File: config.mk
export PLATFORM = sky130hd
export DESIGN_NAME = parity_frame_rx
export DESIGN_NICKNAME = d
export VERILOG_FILES = /design/src/rtl/parity_frame_rx_pkg.sv /design/src/rtl/parity_frame_rx_acc.sv /design/src/rtl/parity_frame_rx.sv
export SDC_FILE = /design/constraint.sdc
export NUM_CORES = 1
export LEC_CHECK = 0
export ABC_AREA = 0
export CAP_MARGIN = 25
export CELL_PAD_IN_SITES_DETAIL_PLACEMENT = 1
export CELL_PAD_IN_SITES_GLOBAL_PLACEMENT = 2
export CORE_ASPECT_RATIO = 1.4
export CORE_MARGIN = 1.5
export CORE_UTILIZATION = 36
export DETAILED_ROUTE_END_ITERATION = 7
export DONT_BUFFER_PORTS = 1
export GPL_ROUTABILITY_DRIVEN = 1
export PLACE_DENSITY = 0.74
export SLEW_MARGIN = 10
export SYNTH_ARGS = -nofsm -noshare
export SYNTH_HDL_FRONTEND = slang
export SYNTH_SLANG_ARGS = --single-unit
export TNS_END_PERCENT = 50
File: constraint.sdc
create_clock -name clk -period 1.7 [get_ports clk]
set_clock_uncertainty 0.1 [all_clocks]
set_input_delay 0.085 -clock clk [delete_from_list [all_inputs] [get_ports clk]]
set_output_delay 0.085 -clock clk [all_outputs]
set_load 0.03 [all_outputs]
File: src/rtl/parity_frame_rx_pkg.sv
// Shared types and constants for the parity-protected serial frame receiver.
package parity_frame_rx_pkg;

    typedef enum logic [1:0] {
        ST_IDLE = 2'd0,
        ST_DATA = 2'd1,
        ST_PAR  = 2'd2,
        ST_STOP = 2'd3
    } state_e;

    localparam logic START_BIT = 1'b0;
    localparam logic STOP_BIT  = 1'b1;

    // Counter must reach DATA_W without wrapping.
    function automatic int unsigned cnt_width(input int unsigned data_w);
        return $clog2(data_w + 1);
    endfunction

endpackage

File: src/rtl/parity_frame_rx_acc.sv
// Single-bit running XOR accumulator with load-on-clear and enable.
module parity_acc (
    input  logic clk,
    input  logic rst_n,
    input  logic clr_i,
    input  logic init_i,
    input  logic en_i,
    input  logic bit_i,
    output logic acc_o
);

    logic acc_q;
    logic acc_d;

    // Clear wins over accumulate so a frame start always reloads the seed.
    always_comb begin
        acc_d = acc_q;
        if (clr_i) begin
            acc_d = init_i;
        end else if (en_i) begin
            acc_d = acc_q ^ bit_i;
        end
    end

    always_ff @(posedge clk or negedge rst_n) begin
        if (!rst_n) begin
            acc_q <= 1'b0;
        end else begin
            acc_q <= acc_d;
        end
    end

    assign acc_o = acc_q;

endmodule

File: src/rtl/parity_frame_rx.sv
// Receiver for LSB-first frames: start(0), DATA_W data bits, parity, stop(1).
// Delivers the word with parity/framing flags as a one-cycle valid pulse.
module parity_frame_rx
    import parity_frame_rx_pkg::*;
#(
    parameter int unsigned DATA_W     = 8,
    parameter bit          PARITY_ODD = 1'b0
) (
    input  logic              clk,
    input  logic              rst_n,
    input  logic              in_valid,
    input  logic              in_bit,
    input  logic              flush,
    output logic [DATA_W-1:0] out_data,
    output logic              out_valid,
    output logic              parity_err,
    output logic              frame_err,
    output logic              busy
);

    localparam int unsigned CNT_W = cnt_width(DATA_W);
    localparam logic [CNT_W-1:0] LAST_IDX = CNT_W'(DATA_W - 1);

    state_e            state_q, state_d;
    logic [CNT_W-1:0]  cnt_q, cnt_d;
    logic [DATA_W-1:0] shift_q, shift_d;
    logic [DATA_W-1:0] out_data_q, out_data_d;
    logic              out_valid_q, out_valid_d;
    logic              perr_q, perr_d;
    logic              ferr_q, ferr_d;
    logic              busy_q, busy_d;

    logic              acc_clr;
    logic              acc_init;
    logic              acc_en;
    logic              acc;

    parity_acc u_acc (
        .clk    (clk),
        .rst_n  (rst_n),
        .clr_i  (acc_clr),
        .init_i (acc_init),
        .en_i   (acc_en),
        .bit_i  (in_bit),
        .acc_o  (acc)
    );

    // Next-state, datapath and output-latch decisions; flush outranks in_valid.
    always_comb begin
        state_d     = state_q;
        cnt_d       = cnt_q;
        shift_d     = shift_q;
        out_data_d  = out_data_q;
        perr_d      = perr_q;
        ferr_d      = ferr_q;
        out_valid_d = 1'b0;
        acc_clr     = 1'b0;
        acc_init    = 1'b0;
        acc_en      = 1'b0;

        if (flush) begin
            state_d  = ST_IDLE;
            cnt_d    = '0;
            acc_clr  = 1'b1;
            acc_init = 1'b0;
        end else if (in_valid) begin
            unique case (state_q)
                ST_IDLE: begin
                    if (in_bit == START_BIT) begin
                        state_d  = ST_DATA;
                        cnt_d    = '0;
                        acc_clr  = 1'b1;
                        acc_init = PARITY_ODD;
                    end
                end
                ST_DATA: begin
                    // Right-shift so the first (LSB) bit ends at bit 0.
                    shift_d = {in_bit, shift_q[DATA_W-1:1]};
                    acc_en  = 1'b1;
                    cnt_d   = cnt_q + CNT_W'(1);
                    if (cnt_q == LAST_IDX) begin
                        state_d = ST_PAR;
                    end
                end
                ST_PAR: begin
                    acc_en  = 1'b1;
                    state_d = ST_STOP;
                end
                ST_STOP: begin
                    out_data_d  = shift_q;
                    perr_d      = acc;
                    ferr_d      = (in_bit != STOP_BIT);
                    out_valid_d = 1'b1;
                    state_d     = ST_IDLE;
                end
                default: begin
                    state_d = ST_IDLE;
                end
            endcase
        end

        busy_d = (state_d != ST_IDLE);
    end

    always_ff @(posedge clk or negedge rst_n) begin
        if (!rst_n) begin
            state_q     <= ST_IDLE;
            cnt_q       <= '0;
            shift_q     <= '0;
            out_data_q  <= '0;
            out_valid_q <= 1'b0;
            perr_q      <= 1'b0;
            ferr_q      <= 1'b0;
            busy_q      <= 1'b0;
        end else begin
            state_q     <= state_d;
            cnt_q       <= cnt_d;
            shift_q     <= shift_d;
            out_data_q  <= out_data_d;
            out_valid_q <= out_valid_d;
            perr_q      <= perr_d;
            ferr_q      <= ferr_d;
            busy_q      <= busy_d;
        end
    end

    assign out_data   = out_data_q;
    assign out_valid  = out_valid_q;
    assign parity_err = perr_q;
    assign frame_err  = ferr_q;
    assign busy       = busy_q;

endmodule

## Word-level counts from Yosys, hierarchy flattened

Index checks and enable logic that the tools add are counted.

| word-level totals | value |
|---|---|
| word-level logic and storage cells | 48 |
| flip-flop bits (word level) | 27 |

| operators by class | value |
|---|---|
| mux-type cells | 21 |
| reduce and logical (&&, ||, !) cells | 9 |
| add/sub/neg operators | 1 |
| bitwise operators | 3 |
| equality and inequality tests | 5 |

Operators with widths:

| cell | number |
|---|---|
| two-way mux 1 bit | 12 |
| two-way mux 4 bit | 3 |
| AND reduction 3 bit | 3 |
| two-way mux 2 bit | 4 |
| one-hot mux 2 bit (4 select lines) | 1 |
| one-hot mux 4 bit (2 select lines) | 1 |
| nonzero test 2 bit | 3 |
| adder 4 x 1 -> 4 bit, second input constant | 1 |
| == test 2 bit, second input constant | 2 |
| == test 4 x 3 -> 1 bit, second input constant | 1 |
| != test 3 bit, second input constant | 1 |
| nonzero test 3 bit | 1 |
| == test 2 x 1 -> 1 bit, second input constant | 1 |
| zero test 2 bit | 1 |
| inverter 1 bit | 2 |
| OR reduction 2 bit | 1 |
| XOR 1 bit | 1 |

## Depth between registers and ports, before layout

| depth | value |
|---|---|
| depth in word-level cells | 7 |
| depth in mapped cells | 7 |
| depth with buffers taken out | 6 |

## Hierarchy

A second synthesis with hierarchy kept.

| unflattened totals | value |
|---|---|
| cell total of the unflattened synthesis | 103 |
| area total of the unflattened synthesis | 1300.0 µm² |

By module, submodules not included:

| module | cells each | area an instance (µm²) | times used |
|---|---|---|---|
| parity_frame_rx | 98 | 1242.4 | 1 |
| parity_acc | 5 | 57.6 | 1 |

## Least setup slack after synthesis

OpenSTA, ideal clock, no wires.

| path | value |
|---|---|
| kind | register to register |
| from | register state_q[1] |
| to | register busy_q, in the netlist busy |
| required time | 1476 ps |
| data arrival time | 1385 ps |
| setup slack | 90 ps |
| period minus slack after synthesis | 1610 ps |
| cell stages (with the launch flop) | 8 |
| library setup time | 124 ps |
| cell sequence | dfrtp_1 -> inv_1 -> ha_1 -> nand3b_4 -> buf_8 -> nor2_1 -> o22a_1 -> or2_1 |

| between the ends | value |
|---|---|
| word-level cells in the longest chain between the ends | 5 |

Ends and longest elaborated chain:

| what | line | source |
|---|---|---|
| start: declaration | parity_frame_rx.sv:24 | `state_e state_q, state_d;` |
| start signal: assignment | parity_frame_rx.sv:116 | `state_q <= state_d;` |
| == test 2 bit, or another cell as far along | parity_frame_rx.sv:67 | `unique case (state_q)` |
| one-hot mux 2 bit (4 select lines) (*) | parity_frame_rx.sv:67 |  |
| two-way mux 2 bit (*) | parity_frame_rx.sv:66 | `end else if (in_valid) begin` |
| two-way mux 2 bit (*) | parity_frame_rx.sv:61 | `if (flush) begin` |
| named net state_d[0] | parity_frame_rx.sv:24 |  |
| nonzero test 2 bit (*) | parity_frame_rx.sv:102 | `busy_d = (state_d != ST_IDLE);` |
| named net busy_d | parity_frame_rx.sv:31 | `logic busy_q, busy_d;` |
| end signal: assignment | parity_frame_rx.sv:123 | `busy_q <= busy_d;` |
| end: declaration | parity_frame_rx.sv:31 |  |

Mark *: on every way through the listed nets, which the timed path passes. The rest lies on a longest branch.
A chain may end at the register's enable or synchronous reset.

## Worst setup path after layout

| path | value |
|---|---|
| from | register state_q[0] |
| to | register busy_q, in the netlist busy |

Same word-level chain as after synthesis.

==> impl_metrics.yaml <==
logic_synthesis:
  netlist_area_sq_um: 1270
  yosysTopAreaCell: "dfrtp_1"
  netlist.area_leader.share_pct: 53.2
  synthCells: 116
  yosys.cell_types.count: 30
  synthesis.nets: 127
  yosys-top-cells-area: "dfrtp_1 (53%), mux2_2 (8.0%), nand2_1 (8.0%), ha_1 (5.9%), mux2i_1 (2.4%)"
  ys_seq_elements: 27
  synth_warnings: 0
  synth.avg_cell_area_sq_um: 10.9
  seq_area_frac_synth_pct: 53.2
worst_setup_path:
  crit_arrival_ps: 1680
  startpoint_type: "flip-flop"
  cpPeakStageDelay_ps: 440
  cp.buffers_inverters: 1
  path_class: "reg -> reg"
  r2r_cells: 6
  worst-path-stages: 6
  cp-end-kind: "flip-flop"
  path_cells: "inv_2 > ha_2 > a21bo_1 > a32oi_2 > o32ai_2 > or2_1"
  critPathTopFamily: "compound AO/OA/AOI/OAI gates"
  worstPathMaxFanout: 5
  crit_required_ps: 1760
  crit_slowest_cell: "dfrtp_2"
sta:
  worst_pin_slew_ps: 342
  post-route-min-period_ps: 1610
  period_share_pct: 94.9
  relSlewSlack_pct: 77.1
  grt_setup_unrepaired: "true"
  finalHoldViolCount: 0
  maxSlewViolCount: 0
  setup_violations: 0
  max_freq_ghz: 0.620
drt:
  drc_errors: 0
  firstDrtPassIters: 3
  wirelength_um: 2590
  via_per_inst: 5.14
  wl_per_cell_um: 15.5
  ant_nets: 0
  first_iter_violations: 7
  vias: 859
power:
  combPwrFrac_pct: 14.2
  power_density_nw_per_um2: 869
  peakVddDrop_mv: 0.368
  pwr-share-clk_pct: 28.1
  power.static_leakage_nw: 0.737
  p_total_w: 0.00128
  p_seq_share_pct: 57.8
  p_int_w: 0.000964
  swShare_pct: 24.9
  p_sw_w: 0.000320
finish:
  finalInstanceArea_sq_um: 1480
  multi_input_area_sq_um: 562
  fill_cells: 390
  final_util_pct: 43.7
  diodes: 0
  seqCellArea_sq_um: 677
  layout_commonest_cell: "nand2_1"
  drive_gt1_share_pct: 25.2
  mostFrequentLayoutCells: "nand2_1 (27), dfrtp_1 (26), mux2_2 (9)"
  finalNetCount: 139
  areaGrowthSynthToFinish_pct: 16.4
floorplan:
  io-pin-count: 17
  dieArea_sq_um: 3900
  start_util_pct: 37.6
  core-area_sq_um: 3380
  die_w_um: 53.2
  fp-row-count: 25
  die_h_um: 73.3
cts:
  clockRootBuffer: "clkbuf_8"
  cts_tree: "done"
  cts.sinks: 27
  path_clk_slew_ps: 90
  ctsLongestPathBuffers: 2
  htree_num_levels: 1
  clkLatencyLatePin_ps: 270
  cts_made_buffers: 3
grt:
  grt_first_pass_wirelength_um: 4420
  antenna_found_initial: 0
  grt_pass1_vias: 967
  grt_max_degree: 28
  grt.overflow.total: 0
  grtUsageTotal_pct: 15.6
hold_path:
  hold_class: "in -> reg"
  hold_depth: 2
place:
  numPortBuffers: 0
  dpl_cell_area_sq_um: 1330
  dp_hpwl_um: 1780
  place_congestion: 0.825
flow_run:
  maxCapViolCount: 0
outcome:
  run_status: "finished, final reports clean"
power groups by stage:
stage                     clock network (W)  logic [W]  registers (W)
final                              0.000360   0.000182       0.000742
after global routing               0.000407   0.000202       0.000752
after CTS                          0.000378   0.000170       0.000740
after detailed placement                  0   0.000136       0.000753
after global placement                    0   0.000129       0.000751
after floorplan                           0   0.000119       0.000742
Yosys cell counts, drive strengths merged:
cell / n
a211oi: 2
a21bo: 1
a21oi: 5
a22oi: 1
a32oi: 1
a41oi: 1
and2: 1
and3b: 1
buf: 4
clkbuf: 1
clkinv: 1
dfrtp: 27
ha: 6
inv: 4
mux2: 9
mux2i: 3
nand2: 27
nand3: 1
nand3b: 2
nor2: 8
nor2b: 2
nor3: 1
o21ai: 4
o22a: 1
o32ai: 1
or2: 1
state kept, by name, summed over array words and instances (netlist names):
name and cells:
busy 1, u_acc.acc_o 1, state_q 2, out_valid 1
parity_err 1, cnt_q 4, frame_err 1, shift_q 8
out_data 8
path summary, 6_finish.rpt:
check                      slack, ps     endpoint        from
setup / recovery                  90         busy  state_q[0]
max in group asynchronous       1160   state_q[0]       rst_n
hold reg to reg                  400  out_data[1]  shift_q[1]
setup reg to reg                  90         busy  state_q[0]
hold / removal                     7   state_q[0]       flush
min in group asynchronous        180   state_q[0]       rst_n
cells by family (layout without fill, tap and decap cells):
group / after synthesis / count (layout) / synth area share (%)
multiplexers: 12 / 12 / 10.3
flip-flops: 27 / 27 / 53.2
buffers and inverters: 10 / 21 / 5.12
adder cells (fa/ha/maj): 6 / 6 / 5.91
AND/OR/NAND/NOR: 44 / 44 / 16.0
AO/OA/AOI/OAI: 17 / 17 / 9.46
through the flow:
step                      TNS, ps  hold WS (ps)  instances  worst slack, ps
final                           0          6.56        167             86.9
after global routing        -19.3          5.51        167            -11.5
after CTS                       0          8.42        166             7.33
after detailed placement    -3.16          -310        157            -3.16
after global placement          0          -310        157             60.8
after floorplan                 0          -311        116             90.4
area by class of cell:
type                       count  share of cell area [%]
tap                           40                    3.39
sequential                    27                    45.8
timing repair buffer          12                    8.47
inverter                       5                    1.27
clock buffer                   4                    3.05
multi-input combinational     79                    38.0
layer usage:
layer	global-route usage (%)	vias to the layer above	share of wire (%)
li1	-	414	-
met1	18.5	428	42
met2	27.1	13	54
met3	2.03	4	2.2
met4	7.41	0	1.6
met5	0	-	0
repair_timing:
action | CTS | global route
gates resized for setup | 0 | 11
endpoints found under the setup margin | 0 | 5
hold endpoints to repair | 36 | 0
buffers inserted | 0 | 1
hold buffers | 5 | 0
(Power assumes the default switching activity.)
